--- src/rtl/memchk_timer.sv ---
// RUN-phase cycle counter: saturates at TIMEOUT-1 and flags that terminal cycle.
module memchk_timer #(
    parameter int unsigned TIMEOUT = 1000
) (
    input  logic clk,
    input  logic reset,
    input  logic clear,
    input  logic enable,
    output logic lastCycle_c
);

    localparam int unsigned CW = (TIMEOUT > 1) ? $clog2(TIMEOUT) : 1;

    logic [CW-1:0] count;

    assign lastCycle_c = (count == CW'(TIMEOUT - 1));

    always_ff @(posedge clk) begin
        if (!reset) begin
            count <= '0;
        end else if (clear) begin
            count <= '0;
        end else if (enable && !lastCycle_c) begin
            count <= count + CW'(1);
        end
    end

endmodule

--- config.mk ---
export PLATFORM = sky130hd
export DESIGN_NAME = memchk_timer
export DESIGN_NICKNAME = d
export VERILOG_FILES = /design/src/rtl/memchk_timer.sv
export SDC_FILE = /design/constraint.sdc
export NUM_CORES = 1
export LEC_CHECK = 0
export BUFFER_PORTS_ARGS = -buffer_cell sky130_fd_sc_hd__buf_2
export CORE_AREA = 2 2 39 41
export CTS_BUF_LIST = sky130_fd_sc_hd__clkbuf_8
export DETAILED_ROUTE_END_ITERATION = 8
export DIE_AREA = 0 0 41 43
export PLACE_DENSITY = 0.6
export SLEW_MARGIN = 20
export SYNTH_ARGS = -nofsm -noshare
export SYNTH_HDL_FRONTEND = slang
export SYNTH_SLANG_ARGS = --single-unit
--- constraint.sdc ---
create_clock -name clk -period 1.47 [get_ports clk]
set_input_delay 0.0735 -clock clk [delete_from_list [all_inputs] [get_ports clk]]
set_output_delay 0.0735 -clock clk [all_outputs]
set_load 0.02 [all_outputs]
=== Word level (Yosys, flattened, before mapping) ===
Cells that the tools add are included.

* Divide/modulo/power cells: 0
* Add/sub/neg operators: 1
* $lt $le $gt $ge: 0
* Bitwise operators: 1
* $mul: 0
* Reductions and logical operators: 3
* Muxes and demuxes: 0
* Shifts and indexed selects: 0
* Equality and inequality tests: 1

{| class="wikitable"
|+ Operators with widths
! kind !! number
|-
| adder 10 x 1 -> 10 bit, second input constant || 1
|-
| equality test 10 bit, second input constant || 1
|-
| OR reduction 2 bit || 1
|-
| logical AND 1 bit || 1
|-
| logical NOT 1 bit || 1
|-
| inverter 1 bit || 1
|}

* Memories: 0
* Bits in latches: 0
* Bits in registers: 10
* Bits in read-only memories: 0
* Output and inout bits: 1
* Bits in writable memories: 0

=== Depth between registers and ports, before layout ===
* Depth in word-level cells: 3
* Mapped depth: 5
* Gate-level depth less buffers: 5

=== Least setup slack after synthesis ===
Ideal clock, no wire load.

* Kind: reg-to-reg
* Start point: reg count[0]
* End point: reg count[3]
* Path buffers: 0
* Setup slack: -0.047 ns
* Setup time: 0.116 ns
* Arrival: 1.402 ns
* Stages on the path, launching flop included: 6
* Period minus slack after synthesis: 1.517 ns
* Data required time: 1.354 ns
* Cells stage by stage: dfxtp_1 > ha_1 > nand4bb_4 > nor3_2 > nor4_1 > a31o_1

* Word-level cells in the longest chain between the ends: 3

{| class="wikitable"
|+ RTL lines
! element !! RTL line !! source
|-
| start, declared || 14 || <nowiki>logic [CW-1:0] count;</nowiki>
|-
| start signal, assigned || 24 || <nowiki>count <= count + CW'(1);</nowiki>
|-
| equality test 10 bit || 16 || <nowiki>assign lastCycle_c = (count == CW'(TIMEOUT - 1));</nowiki>
|-
| net lastCycle_c || 9 || <nowiki>output logic lastCycle_c</nowiki>
|-
| logical NOT 1 bit || 23 || <nowiki>end else if (enable && !lastCycle_c) begin</nowiki>
|-
| logical AND 1 bit || 23 ||
|}

The timed path passes the listed nets, and every way through them passes these cells.
A chain may end at the register's enable or synchronous reset.

=== Final worst setup path ===
* Start point: reg count[0]
* End point: out lastCycle_c

* Word-level cells in the longest chain between the ends: 1

{| class="wikitable"
|+ RTL lines
! element !! RTL line
|-
| equality test 10 bit || 16
|-
| end, declared || 9
|}

No other way between the ends.

==> flow_summary.yaml <==
worst_hold_path:
  min_path_cells: 4
  hold_class: "in2reg"
sta:
  maxSlewViolCount: 0
  max_freq_mhz: 726.8
  setup-tns-final_ns: 0
  setup_viol: 0
  timing.final.crit_share: 0.9360
  skew_ns: 0.001239
  grt_setup_unrepaired: "no"
  hold_viol_final: 0
  period_needed_ns: 1.376
  tightestPinTransition_ns: 0.3520
  max-slew-margin-rel: 0.7653
setup_path:
  cp_data_required_time_ns: 1.40
  cp_slowest_cell: "dfxtp_2"
  crit_path_start_kind: "flop"
  critPathCaptureType: "output port"
  cp.arrival_ns: 1.30
  critPathMaxStageDelay_ns: 0.37
  crit_chain: "ha_4, nand4bb_4, nor3_4, buf_4"
  cp_max_fo: 4
  rr_worst_depth: 5
  worst-setup-path-type: "reg2out"
place:
  dpl.cell_count: 73
  gp_congestion: 0.7824
  dp_hpwl_um: 694.6
  port_buffers: 4
synthesis:
  synth.area.top_cells: "dfxtp_1, nand4bb_4, xor2_1"
  ys_types: 28
  avgSynthCellArea_um2: 9.490
  yosys.area.top_type: "dfxtp_1"
  async_flop_share: 0
  synth_ff_type: "dfxtp_1"
  syn_area_um2: 503.0
  synth-seq-cells: 10
  yosysSeqAreaShare: 0.3980
  ys_warn_count: 0
  synth_nets: 58
  synthCells: 53
  synth_top_cell_area_share: 0.3980
  synth_edf_count: 0
grt:
  grt-ovfl-total: 0
  grt_pass1_vias: 399
  track_usage: 0.1429
  antenna_found_initial: 0
  grt_pass1_wl_um: 1704
  grt_max_degree: 10
route:
  ant_nets: 0
  drc: 0
  drt_iter0_markers: 6
  vias: 410
  wl_per_cell_um: 11.91
  dr.pass1.iters: 4
  vias_per_cell: 5.325
  wirelength_um: 917
clocking:
  insertion_delay_ns: 0.23
  clockBufferDepth: 2
  cts_htree_levels: 1
  cts_sinks: 10
  cts_setup_buffers: 0
  root_buffer: "clkbuf_8"
  numCtsBuffers: 3
  cts_hold_buf: 0
  cts_tree: "built"
  clk_pin_slew_ns: 0.05
pwr:
  ir_drop_mv: 0.5894
  power.total_uw: 638.3
  leakagePower_uw: 0.0002063
  p_per_area_mw_per_mm2: 1020
floorplan:
  die_area_mm2: 0.001763
  fp.dieH_um: 43
  start_util: 0.3635
  die_w_um: 41
  pin_count: 5
  rows: 14
  core-area_mm2: 0.001384
finish:
  fill_cells: 125
  stdcell_count: 77
  final_util: 0.4521
  diodes: 0
  largest_reg_flops: 10
  drive_above_1_share: 0.2951
  top_regs: "count x10"
  nNetsFinal: 67
  syn_to_final_growth_pct: 24.38
  regMostFlops: "count"
outcome:
  outcome: "finished clean"
flow_run:
  drv_cap: 0
[per-layer routing]
metal	wire length (um)	GRT usage	vias to the layer above	part of all wire
met5	0	0	-	0
met4	0	0.08000	0	0
met3	11	0.03141	0	0.012
met2	454	0.2031	5	0.50
met1	451	0.1921	189	0.49
li1	-	-	216	-
[through the flow]
| step | hold slack (ns) | setup WS (ns) | cell area [um^2] |
|---|---|---|---|
| 2_1_floorplan | 0.2675 | 0.04341 | 509.2 |
| 3_3_place_gp | 0.4456 | 0.03306 | 553.0 |
| 3_5_place_dp | 0.4290 | 0.01246 | 553.0 |
| 4_1_cts | 0.1847 | 0.01941 | 623.1 |
| 5_1_grt | 0.2006 | 0.01320 | 625.6 |
| 6_report | 0.1795 | 0.09404 | 625.6 |
[final timing paths]
path,start,to,slack [ns]
max,count[0],lastCycle_c,0.09
min,clear,count[1],0.18
max reg2reg,count[0],count[0],0.13
min reg2reg,count[1],count[1],0.51
[final cells by class]
type / count / area [um^2] / area share
tap: 16 / 20.02 / 0.03200
clock buffer: 4 / 55.05 / 0.08800
timing repair buffer: 5 / 30.03 / 0.04800
sequential: 10 / 202.7 / 0.3240
multi-input combinational: 42 / 317.8 / 0.5080
[placed cells by master (no fill, tap or decap)]
| master | Yosys | routed |
|---|---|---|
| a21oi_1 | 1 | 1 |
| a31o_1 | 1 | 1 |
| and2_2 | 1 | 1 |
| and4_1 | 1 | 1 |
| buf_2 | 0 | 3 |
| buf_4 | 0 | 2 |
| clkbuf_8 | 0 | 4 |
| dfxtp_1 | 10 | 8 |
| dfxtp_2 | 0 | 2 |
| ha_4 | 0 | 1 |
| nand2_1 | 4 | 4 |
| nand2_2 | 1 | 1 |
| nand2b_1 | 1 | 1 |
| nand3_1 | 3 | 3 |
| nand4_1 | 3 | 3 |
| nand4bb_4 | 1 | 1 |
| nor2_1 | 6 | 6 |
| nor2b_1 | 1 | 1 |
| nor3_1 | 1 | 1 |
| nor3_4 | 0 | 1 |
| nor4_1 | 1 | 1 |
| nor4_2 | 1 | 1 |
| o211ai_1 | 1 | 1 |
| o21ai_0 | 2 | 2 |
| o311ai_1 | 1 | 1 |
| o31ai_1 | 1 | 1 |
| o31ai_2 | 1 | 1 |
| o41ai_1 | 1 | 1 |
| or3_1 | 1 | 1 |
| xnor2_1 | 2 | 2 |
| xor2_1 | 3 | 3 |
[synthesized netlist by cell type (2+ instances only)]
| library cell | n |
|---|---|
| nand4_1 | 3 |
| xor2_1 | 3 |
| nor2_1 | 6 |
| o21ai_0 | 2 |
| dfxtp_1 | 10 |
| nand2_1 | 4 |
| xnor2_1 | 2 |
| nand3_1 | 3 |
[cells by family after synthesis]
kind of cell | share of synthesized area
fa+ha+maj | 0.02487
simple gates | 0.3458
buf+inv | 0.007456
compound gates | 0.1368
flops | 0.3980
xor+xnor | 0.08708
[power breakdown]
part | switching (uW) | internal, uW
combinational | 11.7 | 7.80
clock | 106 | 235
sequential | 2.95 | 274
[what timing repair did]
| item | 4_1_cts | 5_1_grt |
|---|---|---|
| endpoints found under the setup margin | 2 | 2 |
| hold endpoints to repair | 0 | 0 |
| gates resized for setup | 3 | 2 |
| cloned | 0 | 0 |
| pin swaps | 1 | 0 |
[critical path: cells and delay by family (launching register included)]
kind / cells / cell delay [ns]
buf+inv: 1 / 0.18
flops: 1 / 0.37
fa+ha+maj: 1 / 0.16
simple gates: 2 / 0.36
Note: power is estimated with default switching activity, not from simulation.
